File: src/rtl/distribute_var_seq.sv
// 1-to-2 distribution node: delivers each accepted operand to the low
// and/or high port, with independent per-port valid/ready handshakes.
module distribute_var_seq #(
    parameter int DATA_WIDTH = 4
) (
    input  logic                    clk,
    input  logic                    rst,
    input  logic                    i_en,
    input  logic                    i_valid,
    input  logic [DATA_WIDTH-1:0]   i_data_bus,
    input  logic [1:0]              i_dest,
    output logic                    o_ready,
    output logic [1:0]              o_valid,
    output logic [2*DATA_WIDTH-1:0] o_data_bus,
    input  logic [1:0]              i_ready
);

    typedef enum logic [1:0] {
        EMPTY = 2'b00,
        LOW   = 2'b01,
        HIGH  = 2'b10,
        BOTH  = 2'b11
    } pend_t;

    pend_t                 pend_q;
    pend_t                 pend_d;
    logic [DATA_WIDTH-1:0] data_q;
    logic [DATA_WIDTH-1:0] data_d;
    logic [1:0]            done;
    logic                  accept;

    always_ff @(posedge clk or negedge rst) begin
        if (!rst) begin
            pend_q <= EMPTY;
            data_q <= '0;
        end else begin
            pend_q <= pend_d;
            data_q <= data_d;
        end
    end

    // A new operand may land on the edge where the last pending port drains.
    always_comb begin
        done    = pend_q & i_ready;
        o_ready = rst && i_en && ((pend_q & ~i_ready) == 2'b00);
        accept  = i_valid && o_ready;
        pend_d  = pend_q;
        data_d  = data_q;
        unique case (pend_q)
            EMPTY: pend_d = EMPTY;
            LOW:   if (done[0]) pend_d = EMPTY;
            HIGH:  if (done[1]) pend_d = EMPTY;
            BOTH: begin
                unique case (done)
                    2'b01:   pend_d = HIGH;
                    2'b10:   pend_d = LOW;
                    2'b11:   pend_d = EMPTY;
                    default: pend_d = BOTH;
                endcase
            end
            default: pend_d = EMPTY;
        endcase
        if (accept) begin
            pend_d = pend_t'(i_dest);
            data_d = i_data_bus;
        end
    end

    always_comb begin
        o_valid    = pend_q;
        o_data_bus = '0;
        if (pend_q[0]) o_data_bus[DATA_WIDTH-1:0] = data_q;
        if (pend_q[1]) o_data_bus[DATA_WIDTH+:DATA_WIDTH] = data_q;
    end

endmodule

File: config.mk
export PLATFORM = sky130hd
export DESIGN_NAME = distribute_var_seq
export DESIGN_NICKNAME = d
export VERILOG_FILES = /design/src/rtl/distribute_var_seq.sv
export SDC_FILE = /design/constraint.sdc
export NUM_CORES = 1
export LEC_CHECK = 0
export BUFFER_PORTS_ARGS = -buffer_cell sky130_fd_sc_hd__buf_4
export CAP_MARGIN = 20
export CORE_AREA = 5 5 42 44
export DETAILED_ROUTE_END_ITERATION = 12
export DIE_AREA = 0 0 47 49
export SYNTH_ARGS = -nofsm -noshare
export SYNTH_HDL_FRONTEND = slang
export SYNTH_SLANG_ARGS = --single-unit
File: constraint.sdc
create_clock -name clk -period 3.95 [get_ports clk]
set_input_delay 0.1975 -clock clk [delete_from_list [all_inputs] [get_ports clk]]
set_output_delay 0.1975 -clock clk [all_outputs]
set_load 0.01 [all_outputs]
### Word level (Yosys, flattened, before mapping)

Cells that the tools add are included.

| operators by class | value |
|---|---|
| $add $sub $neg | 0 |
| $mul | 0 |
| div/mod/pow operators | 0 |
| magnitude comparators | 0 |
| eq/ne operators | 8 |
| shift-type cells | 0 |
| multiplexer cells | 7 |
| bitwise operators | 3 |
| reductions and logical operators | 6 |

Operator list:

| operator | count |
|---|---|
| equality test 2 bit (second input constant) | 4 |
| 2-to-1 mux 4 bit | 2 |
| case mux 2 bit (4 select lines) | 1 |
| 2-to-1 mux 2 bit | 3 |
| inequality test 3 bit (second input constant) | 2 |
| case mux 2 bit (3 select lines) | 1 |
| AND 2 bit | 2 |
| equality test 2 x 1 -> 1 bit (second input constant) | 2 |
| zero test 2 bit | 2 |
| logical AND 1 bit | 3 |
| inverter 2 bit | 1 |
| AND reduction 2 bit | 1 |

| storage, ports and cells | value |
|---|---|
| register bits after elaboration | 6 |
| latch bits | 0 |
| RAM bits | 0 |
| ROM bits | 0 |
| input port bits | 12 |
| output and inout port bits | 11 |
| word-level logic and storage cells | 26 |
| memories | 0 |

### Longest topological paths before layout

Gate-level depths: netlist (run 1).

| logic depth | value |
|---|---|
| depth after elaboration | 7 |
| gate-level depth with buffers | 3 |
| depth with buffers taken out | 3 |

### Worst setup path after synthesis (run 1)

No wires, ideal clock.

| timing | value |
|---|---|
| path kind | register to register |
| start point | register pend_q[1], in the netlist o_valid[1] |
| end point | register data_q[0] |
| arrival | 1.228 ns |
| required time | 3.825 ns |
| setup slack | 2.597 ns |
| cell stages (with the launch flop) | 4 |
| path buffers | 0 |
| clock period less this slack | 1.353 ns |
| cell sequence | dfrtp_1 nor2b_2 nor3_4 mux2_2 |

| on the way | value |
|---|---|
| cells in the longest elaborated chain, start to end | 4 |

RTL lines:

| what | RTL line | RTL |
|---|---|---|
| start, declared | 25 | `pend_t pend_q;` |
| start signal, assigned | 37 | `pend_q <= pend_d;` |
| AND 2 bit | 45 | `o_ready = rst && i_en && ((pend_q & ~i_ready) == 2'b00);` |
| zero test 2 bit | 45 |  |
| logical AND 1 bit | 45 |  |
| logical AND 1 bit | 46 | `accept = i_valid && o_ready;` |
| end signal, assigned | 38 | `data_q <= data_d;` |
| end, declared | 27 | `logic [DATA_WIDTH-1:0] data_q;` |

Every way passes these cells.
A chain may end at the register's enable or synchronous reset.

### Worst setup path after layout (run 1)

| timing | value |
|---|---|
| start point | input rst |
| end point | register data_q[3] |

| on the way | value |
|---|---|
| cells in the longest elaborated chain, start to end | 3 |

RTL lines:

| what | RTL line | RTL |
|---|---|---|
| start, declared | 7 | `input logic rst,` |
| logical AND 1 bit (2 in series) | 45 |  |
| logical AND 1 bit | 46 |  |

Every way passes these cells.

==> flow_metrics.env, run 1 <==
export IMPL_status="finished clean"
export IMPL_critical_path_depth=5
export IMPL_skew_ps=2.170
export IMPL_htree_levels=1
export IMPL_reg2reg_depth=3
export IMPL_reg2reg_to="data_q[3]$_DFFE_PN0P_"
export IMPL_maxCapViolCount=0
export IMPL_power_density_nw_per_um2=330.9
export IMPL_root_buffer="clkbuf_4"
export IMPL_rsz0062_at_grt="false"
export IMPL_path_delay_family="buffers and inverters"
export IMPL_timing_critical_path_to="data_q[3]$_DFFE_PN0P_"
export IMPL_numPortBuffers=22
export IMPL_post_drt_via_cell_ratio=4.147
export IMPL_synth_top_area_frac=0.4878
export IMPL_yosysSeqAreaShare=0.4878
export IMPL_path_max_fanout=8
export IMPL_syn2layout_area_growth_pct=70.73
export IMPL_peakVddDrop_v=0.0001418
export IMPL_syn_inst=26
export IMPL_core_area_um2=1401
export IMPL_drt_iter0_drc=0
export IMPL_place_ws_ps=2488
export IMPL_cts_buffer_depth=2
export IMPL_clock_latency_ps=240
export IMPL_path_buf_inv=2
export IMPL_start_util=0.2196
export IMPL_io_pins=23
export IMPL_period_minus_slack_ps=1544
export IMPL_cts_sinks=6
export IMPL_slew_headroom=0.7913
export IMPL_ant_nets=0
export IMPL_post_route_worst_setup_slack_ps=2406
export IMPL_antenna_found_initial=0
export IMPL_grt_first_pass_wirelength_mm=1.145
export IMPL_synth_seq_cells=6
export IMPL_setup_viol=0
export IMPL_slowest_delay_ps=530
export IMPL_placed_area_um2=493.0
export IMPL_max_freq_ghz=0.6479
export IMPL_yosys_cell_types_count=9
export IMPL_grt_remaining_overflow=0
export IMPL_cp_start_kind="primary input"
export IMPL_whs_ps=159.3
export IMPL_synth_area_um2=307.8
export IMPL_crit_arrival_ps=1670
export IMPL_drive_gt1_frac=0.6154
export IMPL_maxSlewViolCount=0
export IMPL_fin_nets=66
export IMPL_slowest_stage="dlygate4sd3_1"
export IMPL_synth_area_leaders="dfrtp_1, and2_1, mux2_2, nor2b_2, nor3_4"
export IMPL_r2r_start="o_valid[1]$_DFFE_PN0P_"
export IMPL_synth_largest_area_cell="dfrtp_1"
export IMPL_grt_usage=0.07153
export IMPL_wl_um=782
export IMPL_finalPower_mw=0.1739
export IMPL_cts_tree="done"
export IMPL_hold_viol=0
export IMPL_clk_pin_slew_ps=50
export IMPL_antenna_cells=0
export IMPL_syn_area_per_cell_um2=11.84
export IMPL_setup_tns_ps=0
export IMPL_fp_dieW_um=47
export IMPL_cp_required_ps=4070
export IMPL_rrSetupSlack_ps=2500
export IMPL_grt_pass1_vias=263
export IMPL_vias=282
export IMPL_crit_path_end_kind="flip-flop"
export IMPL_yosysWarnings=0
export IMPL_synthesis_nets=38
export IMPL_hold_class="primary input to flip-flop"
export IMPL_cts_repair_resized=0
export IMPL_drc=0
export IMPL_rows=14
export IMPL_wl_per_cell_um=11.50
export IMPL_worstMarginPinSlew_ps=312.0
export IMPL_crit_type="primary input to flip-flop"
export IMPL_dieArea_um2=2303
export IMPL_cellLeakagePower_nw=0.2752
export IMPL_cp_cell_sequence="dlygate4sd3_1, buf_4, nand3_1, nor3_4, mux2_2"
export IMPL_globalplace_congestion=0.7187
export IMPL_grt_max_degree=9
export IMPL_first_pass_iters=1
export IMPL_fin_crit_sh=0.3908
export IMPL_fin_area_um2=525.5
export IMPL_cp_startpoint="rst"
export IMPL_numCtsBuffers=3
export IMPL_fp_dieH_um=49
==> logic make-up (layout without fill, tap and decap cells) <==
logic type / after synthesis / count (layout) / synth area share
and+or+nand+nor: 14 / 14 / 0.3171
DFF: 6 / 6 / 0.4878
muxes: 4 / 4 / 0.1463
AOI/OAI and AO/OA: 2 / 2 / 0.04877
buffers and inverters: 0 / 26 / 0
==> stage by stage <==
stage / instances / utilization
finish: 68 / 0.3750
global route: 68 / 0.3750
CTS: 68 / 0.3750
detailed placement: 64 / 0.3518
global placement: 64 / 0.3518
floorplan: 26 / -
==> worst reg2reg max path, delay by kind of cell (launching register included) <==
kind / cells / cell delay (ps)
muxes: 1 / 370
DFF: 1 / 430
and+or+nand+nor: 2 / 530
==> placed cells by master (no fill, tap or decap), types with 2 or more instances in the layout <==
cell      Yosys  final
a21o_1        2      2
and2_1        8      8
buf_4         0     22
clkbuf_4      0      3
dfrtp_1       6      6
mux2_2        4      4
nor2b_2       2      2
==> how the worst min path moves through the flow <==
stage / start / endpoint / slack [ps] / depth (start not counted)
after detailed placement: rst / data_q[2]$_DFFE_PN0P_ / 20 / 1
after floorplan: rst / data_q[0]$_DFFE_PN0P_ / -100 / 0
after global routing: i_dest[1] / o_valid[1]$_DFFE_PN0P_ / 160 / 2
after CTS: i_dest[1] / o_valid[1]$_DFFE_PN0P_ / 150 / 2
after global placement: rst / data_q[1]$_DFFE_PN0P_ / 20 / 1
final: i_dest[1] / o_valid[1]$_DFFE_PN0P_ / 160 / 2
==> metal layers <==
layer	GRT usage	part of all wire
met1	0.1007	0.40
met2	0.08145	0.42
met3	0.04059	0.17
met4	0.04147	0
met5	0	0
==> area by class of cell <==
class / count / area (µm²)
tap: 16 / 20.02
multi-input combinational: 20 / 157.7
timing repair buffer: 23 / 175.2
sequential: 6 / 150.1
fill: 152 / 875.8
clock buffer: 3 / 22.52
==> registers in the layout (all words and copies together) (netlist names) <==
| signal | cells |
|---|---|
| data_q | 4 |
| o_valid | 2 |
==> power by group <==
group	internal [mW]	switching, mW	leakage, nW	total [mW]
Clock	0.0343	0.0214	0.0138	0.0558
Sequential	0.0718	0.00720	0.0744	0.0790
Combinational	0.0253	0.0138	0.187	0.0391
==> cells in the mapped netlist <==
library cell	n
nor3_4	1
nand3_1	1
mux2_2	4
nor2b_2	2
nor3_1	1
and2_1	8
a21o_1	2
nand2_1	1
dfrtp_1	6
==> repair_timing <==
| item | 4_1_cts | 5_1_grt |
|---|---|---|
| setup buffers | 0 | 0 |
| endpoints found under the hold margin | 6 | 0 |
| hold buffers | 1 | 0 |
Note: power is estimated with default switching activity, not from simulation.
==> run 2, diff against run 1 <==
==> constraint.sdc (replaced) <==
create_clock -name clk -period 1.3 [get_ports clk]
set_input_delay 0.065 -clock clk [delete_from_list [all_inputs] [get_ports clk]]
set_output_delay 0.065 -clock clk [all_outputs]
set_load 0.01 [all_outputs]
==> run 2 against run 1 <==
  * Sequential cell count did not move
  * Clock skew decreased by 0.63 ps
  * Clock-buffer cell count unchanged
  * Setup slack worse by 2400 ps
  * Via count is 7.4% higher
  * Die area did not move
  * Combinational power rose to 3.6 times the previous value
  * Cell area increased by 9.0%
  * Power rose to 3.1 times the previous value
  * Non-clock buffer count grew 4
  * First-iteration DRC count is 2 higher
  * Register-to-register slack got worse by 2500 ps
  * Critical endpoint is now data_q[1]$_DFFE_PN0P_
==> flow_metrics.env, run 2 (synthesis results as in run 1) <==
export IMPL_status="finished clean"
export IMPL_path_max_fanout=6
export IMPL_grt_first_pass_wirelength_mm=1.200
export IMPL_cp_required_ps=1430
export IMPL_r2r_start="o_valid[1]$_DFFE_PN0P_"
export IMPL_drive_gt1_frac=0.6429
export IMPL_layout_common_cells="buf_4, and2_1, dfrtp_1, mux2_2, clkbuf_4"
export IMPL_period_minus_slack_ps=1268
export IMPL_regMostFlops="data_q"
export IMPL_cts_tree="done"
export IMPL_worstMarginPinSlew_ps=283.8
export IMPL_fp_dieH_um=49
export IMPL_cts_sinks=6
export IMPL_dieArea_um2=2303
export IMPL_fin_cells=72
export IMPL_crit_arrival_ps=1390
export IMPL_grt_pass1_vias=286
export IMPL_root_buffer="clkbuf_4"
export IMPL_place_ws_ps=-22.34
export IMPL_drt_iter0_drc=2
export IMPL_grt_max_degree=7
export IMPL_fp_dieW_um=47
export IMPL_p_clk_frac=0.313
export IMPL_cp_start_kind="flip-flop"
export IMPL_post_drt_via_cell_ratio=4.208
export IMPL_reg2reg_to="data_q[1]$_DFFE_PN0P_"
export IMPL_largest_reg_flops=4
export IMPL_setup_viol=0
export IMPL_vias=303
export IMPL_combPwrFrac=0.258
export IMPL_hold_viol=0
export IMPL_wl_um=784
export IMPL_final_core_util=0.4089
export IMPL_ant_nets=0
export IMPL_power_density_nw_per_um2=953.4
export IMPL_clock_latency_ps=240
export IMPL_placed_area_um2=520.5
export IMPL_grt_remaining_overflow=0
export IMPL_start_util=0.2196
export IMPL_numPortBuffers=22
export IMPL_globalplace_congestion=0.6963
export IMPL_placedCellCount=67
export IMPL_first_pass_iters=2
export IMPL_slew_headroom=0.8102
export IMPL_share_seq_of_total_power=0.429
export IMPL_netSwitchingFraction=0.2414
export IMPL_htree_levels=1
export IMPL_skew_ps=1.535
export IMPL_drc=0
export IMPL_grt_usage=0.07741
export IMPL_antenna_found_initial=0
export IMPL_clk_pin_slew_ps=40
export IMPL_final_common_cell="buf_4"
export IMPL_cellLeakagePower_nw=0.3021
export IMPL_numCtsBuffers=3
export IMPL_cp_startpoint="o_valid[1]$_DFFE_PN0P_"
export IMPL_maxCapViolCount=0
export IMPL_reg2reg_depth=4
export IMPL_rows=14
export IMPL_core_area_um2=1401
export IMPL_timing_critical_path_to="data_q[1]$_DFFE_PN0P_"
export IMPL_crit_type="flip-flop to flip-flop"
export IMPL_rsz0062_at_grt="true"
export IMPL_fin_nets=70
export IMPL_antenna_cells=0
export IMPL_wl_per_cell_um=10.89
export IMPL_setup_tns_ps=0
export IMPL_rrSetupSlack_ps=30
export IMPL_p_int_mw=0.4145
export IMPL_crit_path_end_kind="flip-flop"
export IMPL_fin_crit_sh=0.9757
export IMPL_peakVddDrop_v=0.0003307
export IMPL_syn2layout_area_growth_pct=86.18
export IMPL_max_freq_ghz=0.7884
export IMPL_maxSlewViolCount=0
export IMPL_hold_class="primary input to flip-flop"
export IMPL_cts_buffer_depth=2
export IMPL_io_pins=23
export IMPL_post_route_worst_setup_slack_ps=31.53
export IMPL_fin_area_um2=573.1
export IMPL_netSwitchingPower_mw=0.1319
run 2: cell count changes in the layout (fill, tap and decap cells not counted), sizes merged:
cell / before / now
buf: 22 / 26
run 2: through the flow:
stage / hold WS, ps / total power, mW
after global routing: 17.28 / 0.5849
final: 20.72 / 0.5464
after detailed placement: -26.72 / 0.3702
after floorplan: -230.6 / 0.2935
after global placement: -26.74 / 0.3671
after CTS: 14.07 / 0.5584
run 2: metal layers:
layer,GRT usage,share of wire
met5,0,0
met2,0.1176,0.48
met4,0.04147,0.015
met1,0.07901,0.37
met3,0.04797,0.13
run 2: how the worst min path moves through the flow:
stage               slack [ps]  cells past startpoint      start                endpoint
floorplan                 -230                      0        rst   data_q[0]$_DFFE_PN0P_
global placement           -30                      2        rst  o_valid[1]$_DFFE_PN0P_
detailed placement         -30                      2        rst  o_valid[0]$_DFFE_PN0P_
CTS                         10                      2  i_dest[1]  o_valid[1]$_DFFE_PN0P_
global route                20                      2  i_dest[0]  o_valid[0]$_DFFE_PN0P_
finish                      20                      2  i_dest[1]  o_valid[1]$_DFFE_PN0P_
run 2: final cells by class:
| type | instances | area [µm²] |
|---|---|---|
| clock buffers | 3 | 22.52 |
| fillers | 151 | 828.3 |
| multi-input cells | 20 | 171.4 |
| flip-flops and latches | 6 | 150.1 |
| well taps | 16 | 20.02 |
| repair buffers | 27 | 209.0 |
run 2: worst max-delay path, stage by stage (launching register included):
cell and delay, ps:
dfrtp_1 370, nor2b_4 140, nor3_4 170, buf_6 140
mux2_2 320
run 2: repair_timing:
action,CTS,global route
setup buffers,1,0
endpoints found under the hold margin,6,0
setup endpoints to repair,4,4
gates cloned,0,0
hold buffers,1,0
pin swaps,1,1
gates resized for setup,2,1
run 2: power groups by stage:
stage                     Clock [mW]  Combinational (mW)  Sequential, mW
final                          0.171               0.141           0.234
after global routing           0.192               0.153           0.240
after CTS                      0.181               0.142           0.235
after detailed placement           0               0.133           0.237
after global placement             0               0.130           0.237
after floorplan                    0              0.0568           0.237
